**src/rtl/regfile_wb_scheduler.sv**
```systemverilog
// Register-file writeback scheduler.
// Owns the single register-file write port and arbitrates EX, load-return and
// mult/div results onto it. Also keeps a busy scoreboard for long-latency
// destinations and raises an issue stall on read-after-write and
// write-after-write hazards.
module regfile_wb_scheduler #(
  parameter int unsigned DATA_W     = 32,
  parameter int unsigned ADDR_W     = 5,
  parameter int unsigned STARVE_MAX = 4
) (
  input  logic              clk,
  input  logic              reset,
  // EX result: single-cycle, cannot be back-pressured
  input  logic              ex_valid,
  input  logic [ADDR_W-1:0] ex_rd,
  input  logic [DATA_W-1:0] ex_data,
  // load return
  input  logic              ld_valid,
  input  logic [ADDR_W-1:0] ld_rd,
  input  logic [DATA_W-1:0] ld_data,
  output logic              ld_ready,
  // mult/div return
  input  logic              md_valid,
  input  logic [ADDR_W-1:0] md_rd,
  input  logic [DATA_W-1:0] md_data,
  output logic              md_ready,
  // issue-stage hazard interface
  input  logic              iss_valid,
  input  logic [ADDR_W-1:0] iss_rd,
  input  logic [ADDR_W-1:0] iss_rs,
  input  logic [ADDR_W-1:0] iss_rt,
  output logic              stall,
  // register file write port
  output logic              RegWrite,
  output logic [ADDR_W-1:0] WriteReg,
  output logic [DATA_W-1:0] WriteData
);

  localparam int unsigned NumRegs = 2 ** ADDR_W;
  // Counter must be able to hold STARVE_MAX; keep at least one bit.
  localparam int unsigned CntW    = (STARVE_MAX > 0) ? $clog2(STARVE_MAX + 1) : 1;

  typedef enum logic [1:0] {
    SrcNone,
    SrcEx,
    SrcLd,
    SrcMd
  } src_e;

  logic [NumRegs-1:0] busy_q, busy_d;
  logic [CntW-1:0]    starve_q, starve_d;
  src_e               src;
  logic               starve_hit;
  logic [ADDR_W-1:0]  wr_rd;
  logic [DATA_W-1:0]  wr_data;
  logic               issue_set;

  // Write-port arbitration: EX first, then mult/div if it has starved or load is idle.
  always_comb begin
    starve_hit = (starve_q == CntW'(STARVE_MAX));
    src        = SrcNone;
    if (reset) begin
      src = SrcNone;
    end else if (ex_valid) begin
      src = SrcEx;
    end else if (md_valid && (starve_hit || !ld_valid)) begin
      src = SrcMd;
    end else if (ld_valid) begin
      src = SrcLd;
    end
  end

  // Steer the winning source onto the register-file write port.
  always_comb begin
    wr_rd   = '0;
    wr_data = '0;
    unique case (src)
      SrcEx: begin
        wr_rd   = ex_rd;
        wr_data = ex_data;
      end
      SrcLd: begin
        wr_rd   = ld_rd;
        wr_data = ld_data;
      end
      SrcMd: begin
        wr_rd   = md_rd;
        wr_data = md_data;
      end
      SrcNone: begin
        wr_rd   = '0;
        wr_data = '0;
      end
    endcase
  end

  // Handshake and write-enable outputs; a $0 grant still completes the handshake.
  always_comb begin
    ld_ready  = (src == SrcLd);
    md_ready  = (src == SrcMd);
    RegWrite  = (src != SrcNone) && (wr_rd != '0);
    WriteReg  = wr_rd;
    WriteData = wr_data;
  end

  // Hazard stall: no bypass, so a clearing write still stalls in its own cycle.
  always_comb begin
    stall     = !reset && iss_valid &&
                (busy_q[iss_rs] || busy_q[iss_rt] || busy_q[iss_rd]);
    issue_set = iss_valid && !stall && (iss_rd != '0);
  end

  // Scoreboard next state: clear on ld/md retire, then set on issue so set wins.
  always_comb begin
    busy_d = busy_q;
    if (ld_ready || md_ready) begin
      busy_d[wr_rd] = 1'b0;
    end
    if (issue_set) begin
      busy_d[iss_rd] = 1'b1;
    end
    busy_d[0] = 1'b0;
  end

  // Starvation counter next state: count waiting md cycles, saturate, clear otherwise.
  always_comb begin
    starve_d = '0;
    if (md_valid && !md_ready) begin
      starve_d = starve_hit ? starve_q : starve_q + 1'b1;
    end
  end

  // State registers with synchronous reset.
  always_ff @(posedge clk) begin
    if (reset) begin
      busy_q   <= '0;
      starve_q <= '0;
    end else begin
      busy_q   <= busy_d;
      starve_q <= starve_d;
    end
  end

  // Sources must hold a pending result stable until it is accepted.
  ld_hold_stable: assert property (@(posedge clk) disable iff (reset)
    (ld_valid && !ld_ready) |=> (ld_valid && $stable(ld_rd) && $stable(ld_data)));

  md_hold_stable: assert property (@(posedge clk) disable iff (reset)
    (md_valid && !md_ready) |=> (md_valid && $stable(md_rd) && $stable(md_data)));

  // EX has absolute priority, so a grant to ld/md never coexists with ex_valid.
  ex_exclusive: assert property (@(posedge clk) disable iff (reset)
    ex_valid |-> (!ld_ready && !md_ready));

  // At most one of the queued sources is accepted per cycle.
  one_grant: assert property (@(posedge clk) !(ld_ready && md_ready));

endmodule

```
**config.mk**
```make
export PLATFORM = sky130hd
export DESIGN_NAME = regfile_wb_scheduler
export DESIGN_NICKNAME = d
export VERILOG_FILES = /design/src/rtl/regfile_wb_scheduler.sv
export SDC_FILE = /design/constraint.sdc
export NUM_CORES = 1
export LEC_CHECK = 0
export CELL_PAD_IN_SITES_DETAIL_PLACEMENT = 1
export CELL_PAD_IN_SITES_GLOBAL_PLACEMENT = 1
export CORE_UTILIZATION = 25
export CTS_BUF_LIST = sky130_fd_sc_hd__clkbuf_4 sky130_fd_sc_hd__clkbuf_8 sky130_fd_sc_hd__clkbuf_16
export DETAILED_ROUTE_END_ITERATION = 16
export MAX_ROUTING_LAYER = met4
export PLACE_DENSITY_LB_ADDON = 0.1
export SYNTH_ARGS = -nofsm -noshare
export SYNTH_HDL_FRONTEND = slang
export SYNTH_SLANG_ARGS = --single-unit
```
**constraint.sdc**
```tcl
create_clock -name clk -period 2.45 [get_ports clk]
set_input_delay 0.49 -clock clk [delete_from_list [all_inputs] [get_ports clk]]
set_output_delay 0.49 -clock clk [all_outputs]
set_load 0.01 [all_outputs]
```
==> metrics.md <==
| Metric | Value |
|---|---|
| Ys async rst share | `0%` |
| Number of hold buffers added after cts | `0` |
| Req. time, crit path | `1960 ps` |
| Fin Clk Skew | `3.59 ps` |
| Rel. slew slack | `69.1%` |
| Number of fill cells | `1459` |
| Worst R2R Start | `starve_q[0]` |
| Initial antenna violation count | `0` |
| Syn Inst Count | `381` |
| Vias in the first global route | `4663` |
| Result of the run | `finished, violations left` |
| Most used DFF post-synth | `dfxtp_1` |
| # diodes | `0` |
| Initial Util | `25.8%` |
| Core region area | `12100 um^2` |
| DRT Wirelength | `16700 um` |
| Reg clk slew, reported paths | `60 ps` |
| HPWL Detailed | `12900 um` |
| Seq cells post-synth | `34` |
| Final setup vio count | `7` |
| Net Count, Synth | `515` |
| DRT Pass-1 Iters | `7` |
| Antenna-violating nets left | `0` |
| Post-synth EDFFs | `0` |
| Vias per cell | `5.26` |
| Failing checks | `negative setup slack` |
| Fin nets | `777` |
| Global-route wire length before repair | `24600 um` |
| Synth Cell Area | `3120 um^2` |
| Post-synth top area share | `21.8%` |
| RSZ-0062 raised after global routing | `yes` |
| Endpoint, Worst Hold | `starve_q[1]` |
| GRT Residual Overflow | `0` |
| Fin. Hold Viols | `0` |
| Leakage | `2.68 nW` |
| DR iter-0 viols | `307` |
| Worst Max-Slew Pin Slew | `464 ps` |
| Clock root buffer | `clkbuf_16` |
| Final worst slack | `-251 ps` |
| Critical Path Start Type | `input pin` |
| Dominant cell type by area after synthesis | `dfxtp_1` |
| Setup crit end kind | `output pin` |
| RD Place Congestion | `0.950` |
| Die Wd | `114 um` |
| Clock Tree Buf Depth | `2` |
| Max-cap check violation count | `0` |
| Tmin final | `2700 ps` |
| Share of layout cells above drive strength 1 | `37.0%` |
| Hold Path Cell Cnt | `3` |
| Worst-path maximum fanout | `8` |
| Critical path class | `input pin to output pin` |
| PD cells | `323 nW/um^2` |
| Avg Inst Size Synth | `8.19 um^2` |
| PortBufs | `172` |
| Peak supply drop | `0.000266 V` |
| Sink Count | `34` |
| Worst hold path class | `flip-flop to flip-flop` |
| Die height | `114 um` |
| GRT Total Usage | `25.8%` |
| Fin crit share | `110%` |
| Worst slack at placement | `-1070 ps` |
| Netlist cell types | `54` |
| Avg WL per Cell | `20.6 um` |
| Layout area overhead | `96.0%` |
| Clk_lat worst skew | `280 ps` |
| Reg2Reg Depth | `15` |
| Synth warnings | `0` |
| DRC viols | `0` |
| TritonCTS clock tree | `done` |
| Ports | `173` |
| Source of the worst hold timing path | `starve_q[1]` |
| H-tree level count | `2` |
| Worst Path Arrival | `2210 ps` |
| Maximum number of pins on one net before global-route repair | `34` |
| TritonCTS Buffers | `5` |
| Top cells by area, synth | `dfxtp_1 (22%), a222oi_1 (11%), o21ai_0 (9.1%), mux4_2 (8.7%), nor2b_1 (7.2%)` |
| Max-slew violations | `0` |
| FF-to-FF End | `busy_q[2]` |
| Hold WS | `590 ps` |
| Routed vias | `4272` |
| Reg-to-reg setup timing slack | `-160 ps` |
| Seq/Total Area, Yosys | `21.8%` |
| Critical Path Source | `iss_rt[0]` |
| Placement Rows | `40` |
| Peak Freq | `0.370 GHz` |
| Die area | `12900 um^2` |
-- how the worst max path moves through the flow --
stage	end	depth (start not counted)
2_1_floorplan	RegWrite	8
3_3_place_gp	stall	8
3_5_place_dp	stall	8
4_1_cts	stall	8
5_1_grt	RegWrite	8
6_report	stall	8
-- synthesized netlist by cell type, drive strengths merged (2+ instances only) --
library cell  number
o21ai             57
inv               45
nor2b             36
a222oi            34
dfxtp             34
clkbuf            20
mux4              16
nand2             13
mux2i             12
nand3             12
buf               10
nand4              9
nor2               9
nor3               7
or3                6
and3               4
mux2               4
o31ai              4
o41ai              4
nand2b             3
nor3b              3
o211ai             3
or2                3
or3b               3
a221oi             2
a22oi              2
a2bb2oi            2
and2               2
ha                 2
o311ai             2
-- cell families after synthesis --
logic type	Yosys count	synth area share (%)
AO/OA/AOI/OAI	120	28.1
buffers and inverters	75	9.38
flip-flops	34	21.8
multiplexers	32	17.3
AND/OR/NAND/NOR	117	22.3
adder cells (fa/ha/maj)	2	0.802
XOR/XNOR	1	0.281
-- critical path: stages --
cell and delay [ps]:
buf_12 100, buf_6 90, mux4_2 510, a2bb2oi_2 150, a41o_1 240, nor4_4 310, a31oi_2 150, buf_2 170
-- registers in the layout (all words and copies together), names as in the netlist --
register	count
busy_q	31
starve_q	3
-- layout make-up --
| type | count | area (um^2) | area share [%] |
|---|---|---|---|
| Timing Repair Buffer | 285 | 2530 | 41.4 |
| Multi-Input combinational cell | 272 | 2370 | 38.8 |
| Sequential cell | 34 | 683 | 11.2 |
| Tap cell | 168 | 210 | 3.44 |
| Inverter | 45 | 169 | 2.76 |
| Clock buffer | 6 | 139 | 2.27 |
| Clock inverter | 2 | 12.5 | 0.205 |
-- power by group --
group | total (mW) | switching [mW] | internal [mW] | leakage (nW)
Combinational | 0.759 | 0.315 | 0.444 | 2.33
Sequential | 0.568 | 0.00779 | 0.560 | 0.275
Clock | 0.650 | 0.248 | 0.402 | 0.0729
Total | 1.98 | 0.570 | 1.41 | 2.68
-- repair_timing --
item	4_1_cts	5_1_grt
pin swaps	33	43
endpoints found under the hold margin	0	0
resized for setup	183	85
setup buffers	26	10
setup endpoints to repair	72	65
gates cloned	0	4
-- placed cells by master (no fill, tap or decap), types with 4 or more instances in the layout --
cell type,instances
nor3_1,5
nor2_1,9
or3_4,4
o21ai_2,7
clkbuf_2,18
inv_1,42
o41ai_2,4
o21ai_0,34
nand3_1,9
dlygate4sd2_1,8
buf_12,4
dfxtp_1,32
buf_2,21
mux2i_1,11
buf_6,13
nand4_1,9
o21ai_1,16
nand2_1,12
buf_4,96
a222oi_1,34
clkdlybuf4s50_1,116
mux4_2,14
nor2b_1,35
clkbuf_16,9
-- metal layers --
metal  vias up  wire (um)  GRT usage (%)
met5         -          0              -
met3        25        921           4.62
met4         0        384           8.33
met2       158       8720           45.9
li1       1996          -              -
met1      2093       6700           29.1
-- through the flow --
step	power (mW)	TNS, ps	util (%)	instance area, um^2	cells
2_1_floorplan	0.818	-259	-	3200	381
3_3_place_gp	1.27	-47980	46.4	5630	774
3_5_place_dp	1.28	-49370	46.4	5630	774
4_1_cts	1.95	-1600	49.2	5960	803
5_1_grt	2.06	-2870	50.5	6110	812
6_report	1.98	-950	50.5	6110	812
(Power assumes the default switching activity.)
